### config.mk
export PLATFORM = sky130hd
export DESIGN_NAME = axil_to_pcie_mwr_flat
export DESIGN_NICKNAME = d
export VERILOG_FILES = /design/src/rtl/axil_to_pcie_mwr_if.sv /design/src/rtl/axil_to_pcie_mwr.sv /design/src/flat_wrapper.sv
export SDC_FILE = /design/constraint.sdc
export NUM_CORES = 1
export LEC_CHECK = 0
export ABC_AREA = 1
export CAP_MARGIN = 10
export CELL_PAD_IN_SITES_DETAIL_PLACEMENT = 0
export CELL_PAD_IN_SITES_GLOBAL_PLACEMENT = 1
export CORE_ASPECT_RATIO = 1.4
export CORE_MARGIN = 4
export CORE_UTILIZATION = 31
export DETAILED_ROUTE_END_ITERATION = 12
export PLACE_DENSITY_LB_ADDON = 0.1
export RECOVER_POWER = 100
export SLEW_MARGIN = 25
export SYNTH_ARGS = -nofsm -noshare
export SYNTH_HDL_FRONTEND = slang
export SYNTH_SLANG_ARGS = --single-unit
### constraint.sdc
create_clock -name clk -period 4.7 [get_ports clk]
set_input_delay 1.41 -clock clk [delete_from_list [all_inputs] [get_ports clk]]
set_output_delay 1.41 -clock clk [all_outputs]
set_load 0.02 [all_outputs]
### src/rtl/axil_to_pcie_mwr_if.sv
// AXI4-Lite slave bus plus 7-series TX AXIS stream for the MWr bridge.
// slave = bridge side, master = fabric/core side.
interface axil_to_pcie_mwr_if;
    logic [31:0] s_axi_awaddr;
    logic        s_axi_awvalid;
    logic        s_axi_awready;
    logic [31:0] s_axi_wdata;
    logic [3:0]  s_axi_wstrb;
    logic        s_axi_wvalid;
    logic        s_axi_wready;
    logic [1:0]  s_axi_bresp;
    logic        s_axi_bvalid;
    logic        s_axi_bready;
    logic [31:0] s_axi_araddr;
    logic        s_axi_arvalid;
    logic        s_axi_arready;
    logic [31:0] s_axi_rdata;
    logic [1:0]  s_axi_rresp;
    logic        s_axi_rvalid;
    logic        s_axi_rready;
    logic [63:0] m_axis_tx_tdata;
    logic [7:0]  m_axis_tx_tkeep;
    logic        m_axis_tx_tlast;
    logic        m_axis_tx_tvalid;
    logic [3:0]  m_axis_tx_tuser;
    logic        m_axis_tx_tready;

    modport slave (
        input  s_axi_awaddr, s_axi_awvalid, s_axi_wdata, s_axi_wstrb, s_axi_wvalid,
               s_axi_bready, s_axi_araddr, s_axi_arvalid, s_axi_rready, m_axis_tx_tready,
        output s_axi_awready, s_axi_wready, s_axi_bresp, s_axi_bvalid,
               s_axi_arready, s_axi_rdata, s_axi_rresp, s_axi_rvalid,
               m_axis_tx_tdata, m_axis_tx_tkeep, m_axis_tx_tlast, m_axis_tx_tvalid, m_axis_tx_tuser
    );

    modport master (
        output s_axi_awaddr, s_axi_awvalid, s_axi_wdata, s_axi_wstrb, s_axi_wvalid,
               s_axi_bready, s_axi_araddr, s_axi_arvalid, s_axi_rready, m_axis_tx_tready,
        input  s_axi_awready, s_axi_wready, s_axi_bresp, s_axi_bvalid,
               s_axi_arready, s_axi_rdata, s_axi_rresp, s_axi_rvalid,
               m_axis_tx_tdata, m_axis_tx_tkeep, m_axis_tx_tlast, m_axis_tx_tvalid, m_axis_tx_tuser
    );
endinterface

### src/rtl/axil_to_pcie_mwr.sv
// AXI4-Lite write -> 1-DW MWr32 TLP on the 64-bit 7-series TX AXIS.
// One write outstanding; reads are refused with SLVERR.
module axil_to_pcie_mwr #(
    parameter int WIN_BITS = 20
) (
    input  logic                  clk,
    input  logic                  rst_n,
    input  logic [15:0]           cfg_completer_id,
    input  logic                  cfg_bus_master_en,
    input  logic [31:0]           win_base,
    axil_to_pcie_mwr_if.slave     bus,
    output logic [15:0]           tlp_count,
    output logic                  busy
);
    typedef enum logic [1:0] {IDLE, HDR, DAT, RESP} state_t;

    state_t                  state;
    logic                    aw_lat, w_lat;
    logic                    awready, wready, bvalid;
    logic [1:0]              bresp;
    logic [WIN_BITS-1:2]     awaddr_q;
    logic [31:0]             wdata_q;
    logic [3:0]              wstrb_q;
    logic                    tvalid, tlast;
    logic [63:0]             tdata;
    logic                    arready, rvalid;
    logic [1:0]              rresp;

    always_ff @(posedge clk) begin
        if (!rst_n) begin
            state     <= IDLE;
            aw_lat    <= 1'b0;
            w_lat     <= 1'b0;
            awready   <= 1'b0;
            wready    <= 1'b0;
            bvalid    <= 1'b0;
            bresp     <= 2'b00;
            awaddr_q  <= '0;
            wdata_q   <= '0;
            wstrb_q   <= '0;
            tvalid    <= 1'b0;
            tlast     <= 1'b0;
            tdata     <= '0;
            tlp_count <= '0;
        end else begin
            case (state)
                IDLE: begin
                    if (bus.s_axi_awvalid && awready) begin
                        aw_lat   <= 1'b1;
                        awready  <= 1'b0;
                        awaddr_q <= bus.s_axi_awaddr[WIN_BITS-1:2];
                    end else if (!aw_lat) begin
                        awready  <= 1'b1;
                    end
                    if (bus.s_axi_wvalid && wready) begin
                        w_lat   <= 1'b1;
                        wready  <= 1'b0;
                        wdata_q <= bus.s_axi_wdata;
                        wstrb_q <= bus.s_axi_wstrb;
                    end else if (!w_lat) begin
                        wready  <= 1'b1;
                    end
                    // Decision is taken the cycle after both halves are held.
                    if (aw_lat && w_lat) begin
                        if (!cfg_bus_master_en) begin
                            state  <= RESP;
                            bvalid <= 1'b1;
                            bresp  <= 2'b10;
                        end else if (wstrb_q == 4'h0) begin
                            state  <= RESP;
                            bvalid <= 1'b1;
                            bresp  <= 2'b00;
                        end else begin
                            state  <= HDR;
                            tvalid <= 1'b1;
                            tlast  <= 1'b0;
                            tdata  <= {cfg_completer_id, 8'h00, 4'h0, wstrb_q, 32'h4000_0001};
                        end
                    end
                end
                HDR: begin
                    if (bus.m_axis_tx_tready) begin
                        state <= DAT;
                        tlast <= 1'b1;
                        tdata <= {wdata_q, win_base[31:WIN_BITS], awaddr_q, 2'b00};
                    end
                end
                DAT: begin
                    if (bus.m_axis_tx_tready) begin
                        state     <= RESP;
                        tvalid    <= 1'b0;
                        tlast     <= 1'b0;
                        tlp_count <= tlp_count + 16'd1;
                        bvalid    <= 1'b1;
                        bresp     <= 2'b00;
                    end
                end
                RESP: begin
                    if (bus.s_axi_bready) begin
                        state   <= IDLE;
                        bvalid  <= 1'b0;
                        aw_lat  <= 1'b0;
                        w_lat   <= 1'b0;
                        awready <= 1'b1;
                        wready  <= 1'b1;
                    end
                end
                default: state <= IDLE;
            endcase
        end
    end

    // Read side never touches the write FSM.
    always_ff @(posedge clk) begin
        if (!rst_n) begin
            arready <= 1'b0;
            rvalid  <= 1'b0;
            rresp   <= 2'b00;
        end else if (bus.s_axi_arvalid && arready) begin
            arready <= 1'b0;
            rvalid  <= 1'b1;
            rresp   <= 2'b10;
        end else if (rvalid && bus.s_axi_rready) begin
            rvalid  <= 1'b0;
            arready <= 1'b1;
        end else if (!rvalid) begin
            arready <= 1'b1;
        end
    end

    assign busy                 = (state != IDLE);
    assign bus.s_axi_awready    = awready;
    assign bus.s_axi_wready     = wready;
    assign bus.s_axi_bvalid     = bvalid;
    assign bus.s_axi_bresp      = bresp;
    assign bus.s_axi_arready    = arready;
    assign bus.s_axi_rvalid     = rvalid;
    assign bus.s_axi_rresp      = rresp;
    assign bus.s_axi_rdata      = 32'h0;
    assign bus.m_axis_tx_tvalid = tvalid;
    assign bus.m_axis_tx_tlast  = tlast;
    assign bus.m_axis_tx_tdata  = tdata;
    assign bus.m_axis_tx_tkeep  = 8'hFF;
    assign bus.m_axis_tx_tuser  = 4'h0;

    logic unused_ok;
    assign unused_ok = ^{bus.s_axi_araddr, bus.s_axi_awaddr[31:WIN_BITS],
                         bus.s_axi_awaddr[1:0], win_base[WIN_BITS-1:0]};
endmodule

### src/flat_wrapper.sv
// flat-port wrapper written by rule: the top's interface ports become plain ports
module axil_to_pcie_mwr_flat 
#(
    parameter int WIN_BITS = 20
)
  (clk, rst_n, cfg_completer_id, cfg_bus_master_en, win_base, tlp_count, busy, bus_s_axi_awaddr, bus_s_axi_awvalid, bus_s_axi_wdata, bus_s_axi_wstrb, bus_s_axi_wvalid, bus_s_axi_bready, bus_s_axi_araddr, bus_s_axi_arvalid, bus_s_axi_rready, bus_m_axis_tx_tready, bus_s_axi_awready, bus_s_axi_wready, bus_s_axi_bresp, bus_s_axi_bvalid, bus_s_axi_arready, bus_s_axi_rdata, bus_s_axi_rresp, bus_s_axi_rvalid, bus_m_axis_tx_tdata, bus_m_axis_tx_tkeep, bus_m_axis_tx_tlast, bus_m_axis_tx_tvalid, bus_m_axis_tx_tuser);
  axil_to_pcie_mwr_if bus_i ();
  input  logic clk;
  input  logic rst_n;
  input  logic [15:0] cfg_completer_id;
  input  logic cfg_bus_master_en;
  input  logic [31:0] win_base;
  output logic [15:0] tlp_count;
  output logic busy;
  input wire logic [$bits(bus_i.s_axi_awaddr)-1:0] bus_s_axi_awaddr;
  input wire logic [$bits(bus_i.s_axi_awvalid)-1:0] bus_s_axi_awvalid;
  input wire logic [$bits(bus_i.s_axi_wdata)-1:0] bus_s_axi_wdata;
  input wire logic [$bits(bus_i.s_axi_wstrb)-1:0] bus_s_axi_wstrb;
  input wire logic [$bits(bus_i.s_axi_wvalid)-1:0] bus_s_axi_wvalid;
  input wire logic [$bits(bus_i.s_axi_bready)-1:0] bus_s_axi_bready;
  input wire logic [$bits(bus_i.s_axi_araddr)-1:0] bus_s_axi_araddr;
  input wire logic [$bits(bus_i.s_axi_arvalid)-1:0] bus_s_axi_arvalid;
  input wire logic [$bits(bus_i.s_axi_rready)-1:0] bus_s_axi_rready;
  input wire logic [$bits(bus_i.m_axis_tx_tready)-1:0] bus_m_axis_tx_tready;
  output wire logic [$bits(bus_i.s_axi_awready)-1:0] bus_s_axi_awready;
  output wire logic [$bits(bus_i.s_axi_wready)-1:0] bus_s_axi_wready;
  output wire logic [$bits(bus_i.s_axi_bresp)-1:0] bus_s_axi_bresp;
  output wire logic [$bits(bus_i.s_axi_bvalid)-1:0] bus_s_axi_bvalid;
  output wire logic [$bits(bus_i.s_axi_arready)-1:0] bus_s_axi_arready;
  output wire logic [$bits(bus_i.s_axi_rdata)-1:0] bus_s_axi_rdata;
  output wire logic [$bits(bus_i.s_axi_rresp)-1:0] bus_s_axi_rresp;
  output wire logic [$bits(bus_i.s_axi_rvalid)-1:0] bus_s_axi_rvalid;
  output wire logic [$bits(bus_i.m_axis_tx_tdata)-1:0] bus_m_axis_tx_tdata;
  output wire logic [$bits(bus_i.m_axis_tx_tkeep)-1:0] bus_m_axis_tx_tkeep;
  output wire logic [$bits(bus_i.m_axis_tx_tlast)-1:0] bus_m_axis_tx_tlast;
  output wire logic [$bits(bus_i.m_axis_tx_tvalid)-1:0] bus_m_axis_tx_tvalid;
  output wire logic [$bits(bus_i.m_axis_tx_tuser)-1:0] bus_m_axis_tx_tuser;
  assign bus_i.s_axi_awaddr = bus_s_axi_awaddr;
  assign bus_i.s_axi_awvalid = bus_s_axi_awvalid;
  assign bus_i.s_axi_wdata = bus_s_axi_wdata;
  assign bus_i.s_axi_wstrb = bus_s_axi_wstrb;
  assign bus_i.s_axi_wvalid = bus_s_axi_wvalid;
  assign bus_i.s_axi_bready = bus_s_axi_bready;
  assign bus_i.s_axi_araddr = bus_s_axi_araddr;
  assign bus_i.s_axi_arvalid = bus_s_axi_arvalid;
  assign bus_i.s_axi_rready = bus_s_axi_rready;
  assign bus_i.m_axis_tx_tready = bus_m_axis_tx_tready;
  assign bus_s_axi_awready = bus_i.s_axi_awready;
  assign bus_s_axi_wready = bus_i.s_axi_wready;
  assign bus_s_axi_bresp = bus_i.s_axi_bresp;
  assign bus_s_axi_bvalid = bus_i.s_axi_bvalid;
  assign bus_s_axi_arready = bus_i.s_axi_arready;
  assign bus_s_axi_rdata = bus_i.s_axi_rdata;
  assign bus_s_axi_rresp = bus_i.s_axi_rresp;
  assign bus_s_axi_rvalid = bus_i.s_axi_rvalid;
  assign bus_m_axis_tx_tdata = bus_i.m_axis_tx_tdata;
  assign bus_m_axis_tx_tkeep = bus_i.m_axis_tx_tkeep;
  assign bus_m_axis_tx_tlast = bus_i.m_axis_tx_tlast;
  assign bus_m_axis_tx_tvalid = bus_i.m_axis_tx_tvalid;
  assign bus_m_axis_tx_tuser = bus_i.m_axis_tx_tuser;
  axil_to_pcie_mwr #(.WIN_BITS(WIN_BITS)) u_core (.clk(clk), .rst_n(rst_n), .cfg_completer_id(cfg_completer_id), .cfg_bus_master_en(cfg_bus_master_en), .win_base(win_base), .bus(bus_i), .tlp_count(tlp_count), .busy(busy));
endmodule
; ---- After elaboration in Yosys (flattened, before gate mapping)
; Cells that the tools add are included.
[totals]
reg_bits = 148
wordCells = 109
[classes]
eq_ne = 15
mux = 47
bitwise = 1
n_addsub = 1
n_reduce_logical = 28
[ops]
columns = op, count
row1 = two-way mux 64 bit, 4
row2 = case mux 64 bit (2 select lines), 1
row3 = two-way mux 1 bit, 23
row4 = two-way mux 2 bit, 10
row5 = "adder 16 x 1 -> 16 bit, second input constant", 1
row6 = AND reduction 5 bit, 3
row7 = "inequality test 2 bit, second input constant", 6
row8 = AND reduction 3 bit, 4
row9 = case mux 1 bit (2 select lines), 5
row10 = nonzero test 2 bit, 5
row11 = case mux 2 bit (4 select lines), 1
row12 = AND reduction 4 bit, 2
row13 = "inequality test 2 x 1 -> 1 bit, second input constant", 3
row14 = "inequality test 3 bit, second input constant", 2
row15 = case mux 1 bit (3 select lines), 2
row16 = AND reduction 2 bit, 3
row17 = AND reduction 6 bit, 1
row18 = nonzero test 3 bit, 2
row19 = logical AND 1 bit, 5
row20 = "equality test 2 bit, second input constant", 2
row21 = logical NOT 4 bit, 1
row22 = case mux 2 bit (2 select lines), 1
row23 = "inequality test 3 x 2 -> 1 bit, second input constant", 1
row24 = "equality test 2 x 1 -> 1 bit, second input constant", 1
row25 = other kinds (3), 3

; ---- Depth between registers and ports, before layout
[logic_depth]
word_depth = 5
depth_mapped = 11
ltp_nobuf = 10

; ---- Least setup slack after synthesis
; Ideal clock, no wire load.
[synth_timing]
path_type = register -> output
from = register u_core.state[0]
to = output port busy
t_required_ps = 3290
path_stages_with_launch = 5
path_buffers = 1
path_slack_ps = 2307
arrival_ps = 983
cell_sequence = dfxtp_1 -> inv_1 -> ha_1 -> buf_6 -> inv_1
[synth_via]
elab_chain_cells = 1
[synth_lines]
columns = item, line
row1 = from (decl), axil_to_pcie_mwr.sv:17  ; state_t state;
row2 = from (signal assigned), axil_to_pcie_mwr.sv:31  ; state <= IDLE;
row3 = from (signal assigned), axil_to_pcie_mwr.sv:66  ; state <= RESP;
row4 = from (signal assigned), axil_to_pcie_mwr.sv:70  ; state <= RESP;
row5 = nonzero test 2 bit, axil_to_pcie_mwr.sv:131  ; assign busy = (state != IDLE);
row6 = to (decl), flat_wrapper.sv:14  ; output logic busy;
; No other way between the ends.

; ---- Worst setup path after layout
[layout_timing]
from = input port rst_n
to = register u_core.awaddr_q[9] (netlist bit)
[layout_rtl]
columns = item, line
row1 = from (decl), flat_wrapper.sv:9  ; input logic rst_n;
row2 = to (signal assigned), axil_to_pcie_mwr.sv:51  ; awaddr_q <= bus.s_axi_awaddr[WIN_BITS-1:2];
row3 = to (decl), axil_to_pcie_mwr.sv:21  ; logic [WIN_BITS-1:2] awaddr_q;
; No word-level cell between the ends.

==> key figures <==
Critical path
  – Required time of the critical path: 4970 ps
  – Worst-path cell chain: dlygate4sd3_1, clkbuf_1, inv_4, clkbuf_1, a21oi_1
  – Worst Setup End Kind: register
  – Critical path peak fanout: 77
  – CP most frequent cell: clkbuf_1
  – R2R Setup Slk: 2050 ps
  – CP bufs+invs: 4
  – Critical path class: in -> reg
  – Critical Path Start Type: input port
  – Delay-heaviest family, CP: buffers and inverters
  – CP peak stage delay: 840 ps
  – Worst path slowest cell: inv_4
  – CP arrival: 4050 ps

Route
  – Drt via density: 4.77
  – Drt first pass iters: 4
  – Detailed-route via count: 6,066
  – Routed WL: 20,300 um
  – Starting DRT DRC Count: 326
  – Routed wire per std cell: 16.0 um
  – Post-route DRC: 0
  – Post-route ant nets: 0

Yosys
  – Yosys warns: 0
  – Area leader, netlist: dfxtp_1
  – Simple-gate share of the synthesized area: 27.8%
  – Post-synth design cell area: 6460 um^2
  – Netlist cell types: 30
  – Post-Syn Instances: 856
  – Post-synthesis sequential area ratio: 45.2%
  – Largest family of logic cells by synthesized area: simple AND/OR/NAND/NOR gates
  – Dominant cells by area after synthesis: dfxtp_1 (45%), nand2_1 (12%), a21oi_1 (10%)
  – Mean post-synth cell area: 7.55 um^2
  – Yosys reg bits: 146
  – Complex-gate fraction of the synthesized area: 12.7%
  – Synth top area share: 45.2%
  – Post-synthesis mux area share: 0%
  – Post-synthesis adder-cell area fraction: 1.36%
  – Xor and xnor area share after synthesis: 0%

Timing
  – Worst slew pin tran: 1080 ps
  – Period minus WS final: 3780 ps
  – Post-Route Skew: 8.13 ps
  – FMAX: 264 MHz
  – Max Slew Vio Count: 0
  – Final hold vios: 0
  – Fin crit share: 80.5%
  – RSZ-0062 raised after global routing: false
  – # setup viols final: 0
  – TNS Setup: 0 ps
  – Slew HR: 27.8%

Floorplanning
  – Core area: 20,500 um^2
  – Initial Util: 31.6%
  – Die Ht: 179 um
  – Die width: 130 um
  – Die Area: 23,300 um^2
  – Io pins: 293
  – Rows: 62

Layout
  – Synth-to-Final Area Change: 36.4%
  – Inserted Diodes: 0
  – Filler cells: 2,194
  – Share of cells above drive strength 1: 5.71%
  – Final net count: 1,166

Global route
  – Tot GR Track Use: 17.5%
  – GRT overflow: 0
  – Largest net degree at the start of global routing: 78
  – Initial antenna violation count: 0
  – First-pass GRT wire length: 31,800 um
  – Vias in the first global route: 6,037

Min path
  – Hold Path Class: reg -> reg

Clocking
  – Post-CTS setup buffers: 0
  – Post-cts sizing count: 0
  – CTS Buf Count: 17
  – CTS Buffer Depth: 2
  – CTS tree: built
  – Hold_buf cts: 0
  – Clock sinks: 146
  – Clock slew at reported path FFs: 60 ps
  – Clock latency on the worst-skew pair: 420 ps
  – Deepest level of the CTS H-tree: 4
  – Clock root buffer: clkbuf_16

Status
  – Outcome: finished clean

Pwr
  – Design Power: 0.00482 W
  – Max rail drop VDD: 0.430 mV
  – Pleak: 3.52 nW
  – Pwr Density: 547 nW/um^2

Placed design
  – Port Buf Inserts: 179
  – GPL Wtd Cong: 0.752
  – Hpwl dp: 12,600 um

Flow run
  – Max Cap Viol: 0
==> area by class of cell <==
class	count	area, um^2	share of cell area [%]
clock buffers	19	453	5.14
well taps	256	320	3.63
multi-input cells	609	2890	32.8
inverters	37	141	1.60
repair buffers	191	1870	21.2
flip-flops and latches	146	2920	33.2
clock inverters	13	223	2.53
==> cells by family (layout without fill, tap and decap cells) <==
group | count (synthesis) | count (layout)
simple gates | 394 | 394
compound gates | 161 | 161
flops | 146 | 146
buf+inv | 146 | 260
fa+ha+maj | 7 | 7
other cells | 2 | 47
==> cell usage after synthesis (all sizes together) <==
master	number
clkinv	1
clkbuf	28
conb	2
o21a	2
dfxtp	146
a21oi	133
o21bai	1
and3	1
inv	36
nor3b	1
nand4	66
a211oi	2
o21ai	22
ha	7
nor3	3
nor2	43
nand3	62
nand2	218
a31oi	1
buf	81
==> worst register-to-register path: stages (launching register included) <==
cell and delay [ps]:
dfxtp_1 420, inv_1 120, ha_2 190, buf_4 380
nand2_2 190, nand2_2 110, nor2_8 110, nand3_4 630
nand2_1 270, a21oi_1 80
==> per-layer routing <==
metal	vias up	track usage [%]	wire [um]
met5	-	0	0
met4	0	5.68	380
met3	31	4.14	1060
met2	182	30.8	10200
met1	2782	20.7	8670
li1	3071	-	-
==> stage by stage <==
| stage | std cells | util [%] | setup slack, ps | hold WS [ps] | cell area (um^2) |
|---|---|---|---|---|---|
| final | 1271 | 43.0 | 916 | 456 | 8810 |
| after global placement | 1239 | 39.8 | 1170 | 448 | 8150 |
| after detailed placement | 1239 | 39.8 | 1160 | 452 | 8150 |
| after global routing | 1271 | 43.0 | 651 | 471 | 8810 |
| after floorplan | 901 | - | 2310 | 439 | 6630 |
| after CTS | 1271 | 43.1 | 1290 | 462 | 8830 |
==> final timing paths <==
| check | from | cells past startpoint | end |
|---|---|---|---|
| max | rst_n | 5 | u_core.awaddr_q[9] |
| min | u_core.bus.m_axis_tx_tdata[31] | 2 | u_core.bus.m_axis_tx_tdata[31] |
| max reg2reg | u_core.state[1] | 9 | u_core.bus.m_axis_tx_tdata[19] |
| min reg2reg | u_core.bus.m_axis_tx_tdata[31] | 2 | u_core.bus.m_axis_tx_tdata[31] |
==> flip-flops by register name (all words and copies together) (netlist names), 2 cells and up <==
register / cells
u_core.tlp_count: 16
u_core.awaddr_q: 18
u_core.wstrb_q: 4
u_core.wdata_q: 32
u_core.state: 2
u_core.bus.m_axis_tx_tdata: 63
==> placed cells by master, fill, tap and decap left out, drive strengths merged <==
cell and instances:
a31oi 1, nor3 3, a21oi 133, nor3b 1
nand4 66, o21bai 1, o21ai 22, clkdlybuf4s50 89
dlygate4sd3 90, nand3 62, clkbuf 23, a211oi 2
and3 1, nor2 43, dfxtp 146, nand2 218
buf 8, clkinvlp 2, clkinv 3, conb 47
o21a 2, bufinv 5, inv 40, ha 7
==> power by group <==
| part | internal, W | switching [W] |
|---|---|---|
| Combinational | 0.000462 | 0.00133 |
| Clock | 0.000983 | 0.000571 |
| Sequential | 0.00139 | 0.0000833 |
| Total | 0.00283 | 0.00199 |
Note: power is estimated with default switching activity, not from simulation.
==> variant 1 (config.mk and constraints unchanged) <==
Encoding of `state_t`: now one-hot (4 bits for 4 states).
--- a/src/rtl/axil_to_pcie_mwr.sv
+++ b/src/rtl/axil_to_pcie_mwr.sv
@@ -12,7 +12,7 @@
     output logic [15:0]           tlp_count,
     output logic                  busy
 );
-    typedef enum logic [1:0] {IDLE, HDR, DAT, RESP} state_t;
+    typedef enum logic [3:0] {IDLE = 4'b0001, HDR = 4'b0010, DAT = 4'b0100, RESP = 4'b1000} state_t;
 
     state_t                  state;
     logic                    aw_lat, w_lat;
Check against the original RTL: no difference found for any inputs over 4 cycles, from zero or initial values and one cycle with rst_n low; so few cycles prove little.
==> variant 1 against the original RTL <==
- final cell count up 11%
- critical path depth is 4 higher
- sequential cell count rose by 2
- cell area grew 3.0%
- non-clock buffer count is 5 lower
- area after synthesis grew 4.3%
- register-to-register slack got worse by 0.23 ns
- die area increased by 4.1%
- count of clock-buffer cells in the layout shrank 1
- critical endpoint is now u_core.bus.m_axis_tx_tdata[33]$_SDFFE_PN0P_
- power is 2.2% lower
- setup slack improved by 0.28 ns
- first-iteration DRC count decreased by 32%
- highest routed layer unchanged
- routed wire length decreased by 1.4%
- sequential share of layout area fell by 0.51 points
==> variant 1: results (changes against the original RTL) <==
\begin{tabular}{lr}
\hline
Metric & Value \\
\hline
\multicolumn{2}{l}{\textbf{Placed design}} \\
\quad Weighted congestion at the end of routability-driven global placement & 0.765 (+1.8\%) \\
\quad Worst-case setup slack after placement & 1.10 ns (-0.0657 ns) \\
\quad Placed wire-length estimate & 13.5 mm (+7.1\%) \\
\multicolumn{2}{l}{\textbf{Cells and area}} \\
\quad Final net count & 1,294 (+11\%) \\
\multicolumn{2}{l}{\textbf{Critical path}} \\
\quad Delay-heaviest family, CP & simple AND/OR/NAND/NOR gates \\
\quad Timing startpoint of the critical path & bus\_m\_axis\_tx\_tready \\
\quad Max Fanout on Critical Path & 46 (-40\%) \\
\quad Largest stage delay, worst path & 0.71 ns (-0.13 ns) \\
\quad Register-to-register setup slack & 1.82 ns (-0.23 ns) \\
\quad Master of the slowest instance on the critical path & sky130\_fd\_sc\_hd\_\_nand2\_2 \\
\multicolumn{2}{l}{\textbf{GRT}} \\
\quad Global-route met2 utilization & 29.2\% (-1.6 points) \\
\quad Met1 GRT Util & 19.3\% (-1.4 points) \\
\quad Total global routing track utilization & 16.4\% (-1.0 points) \\
\quad Met3 track demand over resource & 4.66\% (+0.52 points) \\
\quad Antenna violations before repair & 1 (+1) \\
\multicolumn{2}{l}{\textbf{Route}} \\
\quad Sum of routed wire segments on met1 & 8.72 mm (+0.55\%) \\
\quad Vias per inst & 4.48 (-6.2\%) \\
\quad Routed length on met2 & 9.99 mm (-2.2\%) \\
\multicolumn{2}{l}{\textbf{Run status}} \\
\quad Result of the run & complete, no violations \\
\multicolumn{2}{l}{\textbf{Synth}} \\
\quad Adder and majority gate portion of the synthesized area & 0.186\% (-1.2 points) \\
\quad Most common library cells after synthesis & 188 x sky130\_fd\_sc\_hd\_\_nand2\_1, 174 x sky130\_fd\_sc\_hd\_\_nor2\_1, 148 x sky130\_fd\_sc\_hd\_\_dfxtp\_1 \\
\quad Compound-gate portion of the synthesized area & 10.9\% (-1.8 points) \\
\quad Area share of xor/xnor cells in the synthesized design & 0.130\% (+0.13 points) \\
\multicolumn{2}{l}{\textbf{Power and ir drop}} \\
\quad Max rail drop VDD & 0.303 mV (-29\%) \\
\quad Leakage component of the power & 0.00402 uW (+14\%) \\
\multicolumn{2}{l}{\textbf{STA}} \\
\quad Maximum clock rate & 0.285 GHz (+8.0\%) \\
\hline
\end{tabular}
==> variant 1: cell count changes after synthesis, moves of 36 or more <==
cell                      before  now
sky130_fd_sc_hd__o21ai_0      22   58
sky130_fd_sc_hd__nand4_1      66    4
sky130_fd_sc_hd__nor2_1       39  174
sky130_fd_sc_hd__nand3_1      58   98
sky130_fd_sc_hd__a21oi_1     133   75
sky130_fd_sc_hd__inv_1        32  101
==> variant 1: final cells by class <==
class	count	area, sq um
tap	260	325
multi-input combinational	678	2960
inverter	105	394
clock inverter	14	138
antenna	1	2.50
sequential	148	2960
clock buffer	18	429
fill	2276	12200
timing repair buffer	186	1860
==> variant 1: how the worst min path moves through the flow <==
stage | from | to | slack (ns) | depth (start not counted)
global placement | u_core.wdata_q[30]$_SDFFE_PN0P_ | u_core.wdata_q[30]$_SDFFE_PN0P_ | 0.44 | 2
detailed placement | u_core.wdata_q[31]$_SDFFE_PN0P_ | u_core.wdata_q[31]$_SDFFE_PN0P_ | 0.44 | 2
global route | u_core.wdata_q[22]$_SDFFE_PN0P_ | u_core.wdata_q[22]$_SDFFE_PN0P_ | 0.46 | 2
CTS | u_core.wdata_q[31]$_SDFFE_PN0P_ | u_core.wdata_q[31]$_SDFFE_PN0P_ | 0.45 | 2
floorplan | u_core.wdata_q[16]$_SDFFE_PN0P_ | u_core.wdata_q[16]$_SDFFE_PN0P_ | 0.42 | 2
finish | u_core.wdata_q[31]$_SDFFE_PN0P_ | u_core.wdata_q[31]$_SDFFE_PN0P_ | 0.45 | 2
==> variant 1: power by group through the flow <==
stage	clock (uW)	combinational, uW	sequential, uW
final	1310	1780	1620
after global routing	1410	2010	1650
after CTS	1360	1860	1630
after detailed placement	0	1850	1660
after global placement	0	1850	1650
after floorplan	0	1090	1780
==> variant 2 (config.mk and constraints unchanged) <==
Made on the original files. `WIN_BITS` is set to 20 in 2 places; all go to 22.
--- a/src/rtl/axil_to_pcie_mwr.sv
+++ b/src/rtl/axil_to_pcie_mwr.sv
@@ -1,7 +1,7 @@
 // AXI4-Lite write -> 1-DW MWr32 TLP on the 64-bit 7-series TX AXIS.
 // One write outstanding; reads are refused with SLVERR.
 module axil_to_pcie_mwr #(
-    parameter int WIN_BITS = 20
+    parameter int WIN_BITS = 22
 ) (
     input  logic                  clk,
     input  logic                  rst_n,
--- a/src/flat_wrapper.sv
+++ b/src/flat_wrapper.sv
@@ -1,7 +1,7 @@
 // flat-port wrapper written by rule: the top's interface ports become plain ports
 module axil_to_pcie_mwr_flat 
 #(
-    parameter int WIN_BITS = 20
+    parameter int WIN_BITS = 22
 )
   (clk, rst_n, cfg_completer_id, cfg_bus_master_en, win_base, tlp_count, busy, bus_s_axi_awaddr, bus_s_axi_awvalid, bus_s_axi_wdata, bus_s_axi_wstrb, bus_s_axi_wvalid, bus_s_axi_bready, bus_s_axi_araddr, bus_s_axi_arvalid, bus_s_axi_rready, bus_m_axis_tx_tready, bus_s_axi_awready, bus_s_axi_wready, bus_s_axi_bresp, bus_s_axi_bvalid, bus_s_axi_arready, bus_s_axi_rdata, bus_s_axi_rresp, bus_s_axi_rvalid, bus_m_axis_tx_tdata, bus_m_axis_tx_tkeep, bus_m_axis_tx_tlast, bus_m_axis_tx_tvalid, bus_m_axis_tx_tuser);
   axil_to_pcie_mwr_if bus_i ();
Function: no difference found for any inputs over 4 cycles, from zero or initial values and one cycle with rst_n low; that may be too few to reach the edited logic, so the function may still have changed.
==> variant 2 against the original RTL <==
- the run now ends with capacitance limit, slew limit left
- non-clock buffer count decreased by 1
- power about the same
- setup slack improved by 0.076 ns
- cell area increased by 1.0%
- highest routed layer unchanged
- sequential cell count increased by 2
- routed wire length decreased by 1.5%
- sequential share of layout area increased by 0.12 points
- area after synthesis increased by 1.2%
==> variant 2: results (changes against the original RTL) <==
\begin{tabular}{lr}
\hline
Metric & Value \\
\hline
\multicolumn{2}{l}{\textbf{Power and ir drop}} \\
\quad Leakage component of the power & 0.00362 uW (+3.0\%) \\
\quad Ratio of total power to cell area & 541 mW/mm\^{}2 (-1.0\%) \\
\quad Switching component of the power & 1990 uW (+0.23\%) \\
\quad Combinational logic power & 1830 uW (+2\%) \\
\multicolumn{2}{l}{\textbf{Cells and area}} \\
\quad Post-route non-filler standard cell count & 1,290 (+1.5\%) \\
\quad Filler Cells Inserted & 2,193 (-0.046\%) \\
\quad Final net count & 1,185 (+1.6\%) \\
\multicolumn{2}{l}{\textbf{Critical path}} \\
\quad Master of the slowest instance on the critical path & sky130\_fd\_sc\_hd\_\_clkbuf\_2 \\
\quad Max Fanout on Critical Path & 63 (-18\%) \\
\quad Largest stage delay, worst path & 1.06 ns (+0.22 ns) \\
\quad Timing startpoint of the critical path & bus\_m\_axis\_tx\_tready \\
\multicolumn{2}{l}{\textbf{Run status}} \\
\quad Violations in the final reports & capacitance limit, slew limit \\
\quad Result of the run & finished with violations \\
\multicolumn{2}{l}{\textbf{Synth}} \\
\quad Netlist cell types & 27 (-10\%) \\
\quad Cell count after synthesis & 878 (+2.6\%) \\
\quad Most common library cells after synthesis & 186 x sky130\_fd\_sc\_hd\_\_nand2\_1, 148 x sky130\_fd\_sc\_hd\_\_dfxtp\_1, 130 x sky130\_fd\_sc\_hd\_\_a21oi\_1 \\
\quad Seq/Total Area, Yosys & 45.3\% (+0.058 points) \\
\quad Top cells by area, synth & sky130\_fd\_sc\_hd\_\_dfxtp\_1 45\%, sky130\_fd\_sc\_hd\_\_nand2\_1 11\%, sky130\_fd\_sc\_hd\_\_a21oi\_1 9.9\%, sky130\_fd\_sc\_hd\_\_nand4\_1 6.5\%, sky130\_fd\_sc\_hd\_\_buf\_4 5.7\% \\
\quad Area share of the leading cell type in the synthesized netlist & 45.3\% (+0.058 points) \\
\multicolumn{2}{l}{\textbf{STA}} \\
\quad Final worst slack & 0.992 ns (+0.0763 ns) \\
\quad Max Slew Vio Count & 67 (+67) \\
\multicolumn{2}{l}{\textbf{Route}} \\
\quad Total wirelength of the detailed-routed design & 20.0 mm (-1.5\%) \\
\quad Vias post-DR & 5,987 (-1.3\%) \\
\quad Violation count after the first detailed-route iteration & 349 (+7.1\%) \\
\multicolumn{2}{l}{\textbf{Min path}} \\
\quad Worst Hold End & u\_core.wdata\_q[17]\$\_SDFFE\_PN0P\_ \\
\quad Startpoint of the most critical hold path & u\_core.wdata\_q[17]\$\_SDFFE\_PN0P\_ \\
\multicolumn{2}{l}{\textbf{Job}} \\
\quad Max Cap Violations & 1 (+1) \\
\multicolumn{2}{l}{\textbf{GRT}} \\
\quad Total global routing track utilization & 16.9\% (-0.60 points) \\
\quad Number of global-route vias before repair & 5,808 (-3.8\%) \\
\quad Largest net degree at the start of global routing & 67 (-14\%) \\
\multicolumn{2}{l}{\textbf{Placed design}} \\
\quad Placed Instances & 1,258 (+1.5\%) \\
\quad Worst-case setup slack after placement & 1.22 ns (+0.0524 ns) \\
\hline
\end{tabular}
-- variant 2: cell count changes in the layout (fill, tap and decap cells not counted), moves of 3 or more --
cell | unedited run | this run
sky130_fd_sc_hd__nand2_2 | 4 | 0
sky130_fd_sc_hd__clkbuf_1 | 4 | 1
sky130_fd_sc_hd__nand2_1 | 214 | 187
sky130_fd_sc_hd__nand3_1 | 58 | 46
sky130_fd_sc_hd__inv_1 | 32 | 59
sky130_fd_sc_hd__clkbuf_2 | 0 | 3
sky130_fd_sc_hd__a21oi_1 | 133 | 130
sky130_fd_sc_hd__xor2_1 | 0 | 4
sky130_fd_sc_hd__nor2_1 | 39 | 54
sky130_fd_sc_hd__o21ai_0 | 22 | 45
sky130_fd_sc_hd__buf_4 | 8 | 5
-- variant 2: worst min-delay path, cell delays in order (launching register included) --
cell and delay [ns]:
sky130_fd_sc_hd__dfxtp_1 0.30, sky130_fd_sc_hd__inv_1 0.05, sky130_fd_sc_hd__a21oi_1 0.05
-- variant 2: per-layer routing --
layer | up-vias | track usage, % | wire (microns)
met5 | - | 0 | 0
met4 | 0 | 5.19 | 306
met3 | 22 | 4.13 | 1190
met2 | 158 | 27.6 | 9820
met1 | 2702 | 21.8 | 8720
li1 | 3105 | - | -
-- variant 2: cell type report --
cell class	count	area, sq um	area share, %
tap	256	320	3.60
timing repair buffer	190	1890	21.2
sequential	148	2960	33.3
inverter	63	238	2.67
clock inverter	14	201	2.26
multi-input combinational	601	2860	32.2
clock buffer	17	425	4.78
antenna	1	2.50	0.0281
-- variant 2: logic make-up after synthesis --
logic type | count (synthesis) | synth area share (%)
xor+xnor | 4 | 0.535
simple gates | 363 | 25.1
compound gates | 180 | 14.1
buf+inv | 174 | 13.5
other cells | 2 | 0.115
flops | 148 | 45.3
fa+ha+maj | 7 | 1.34
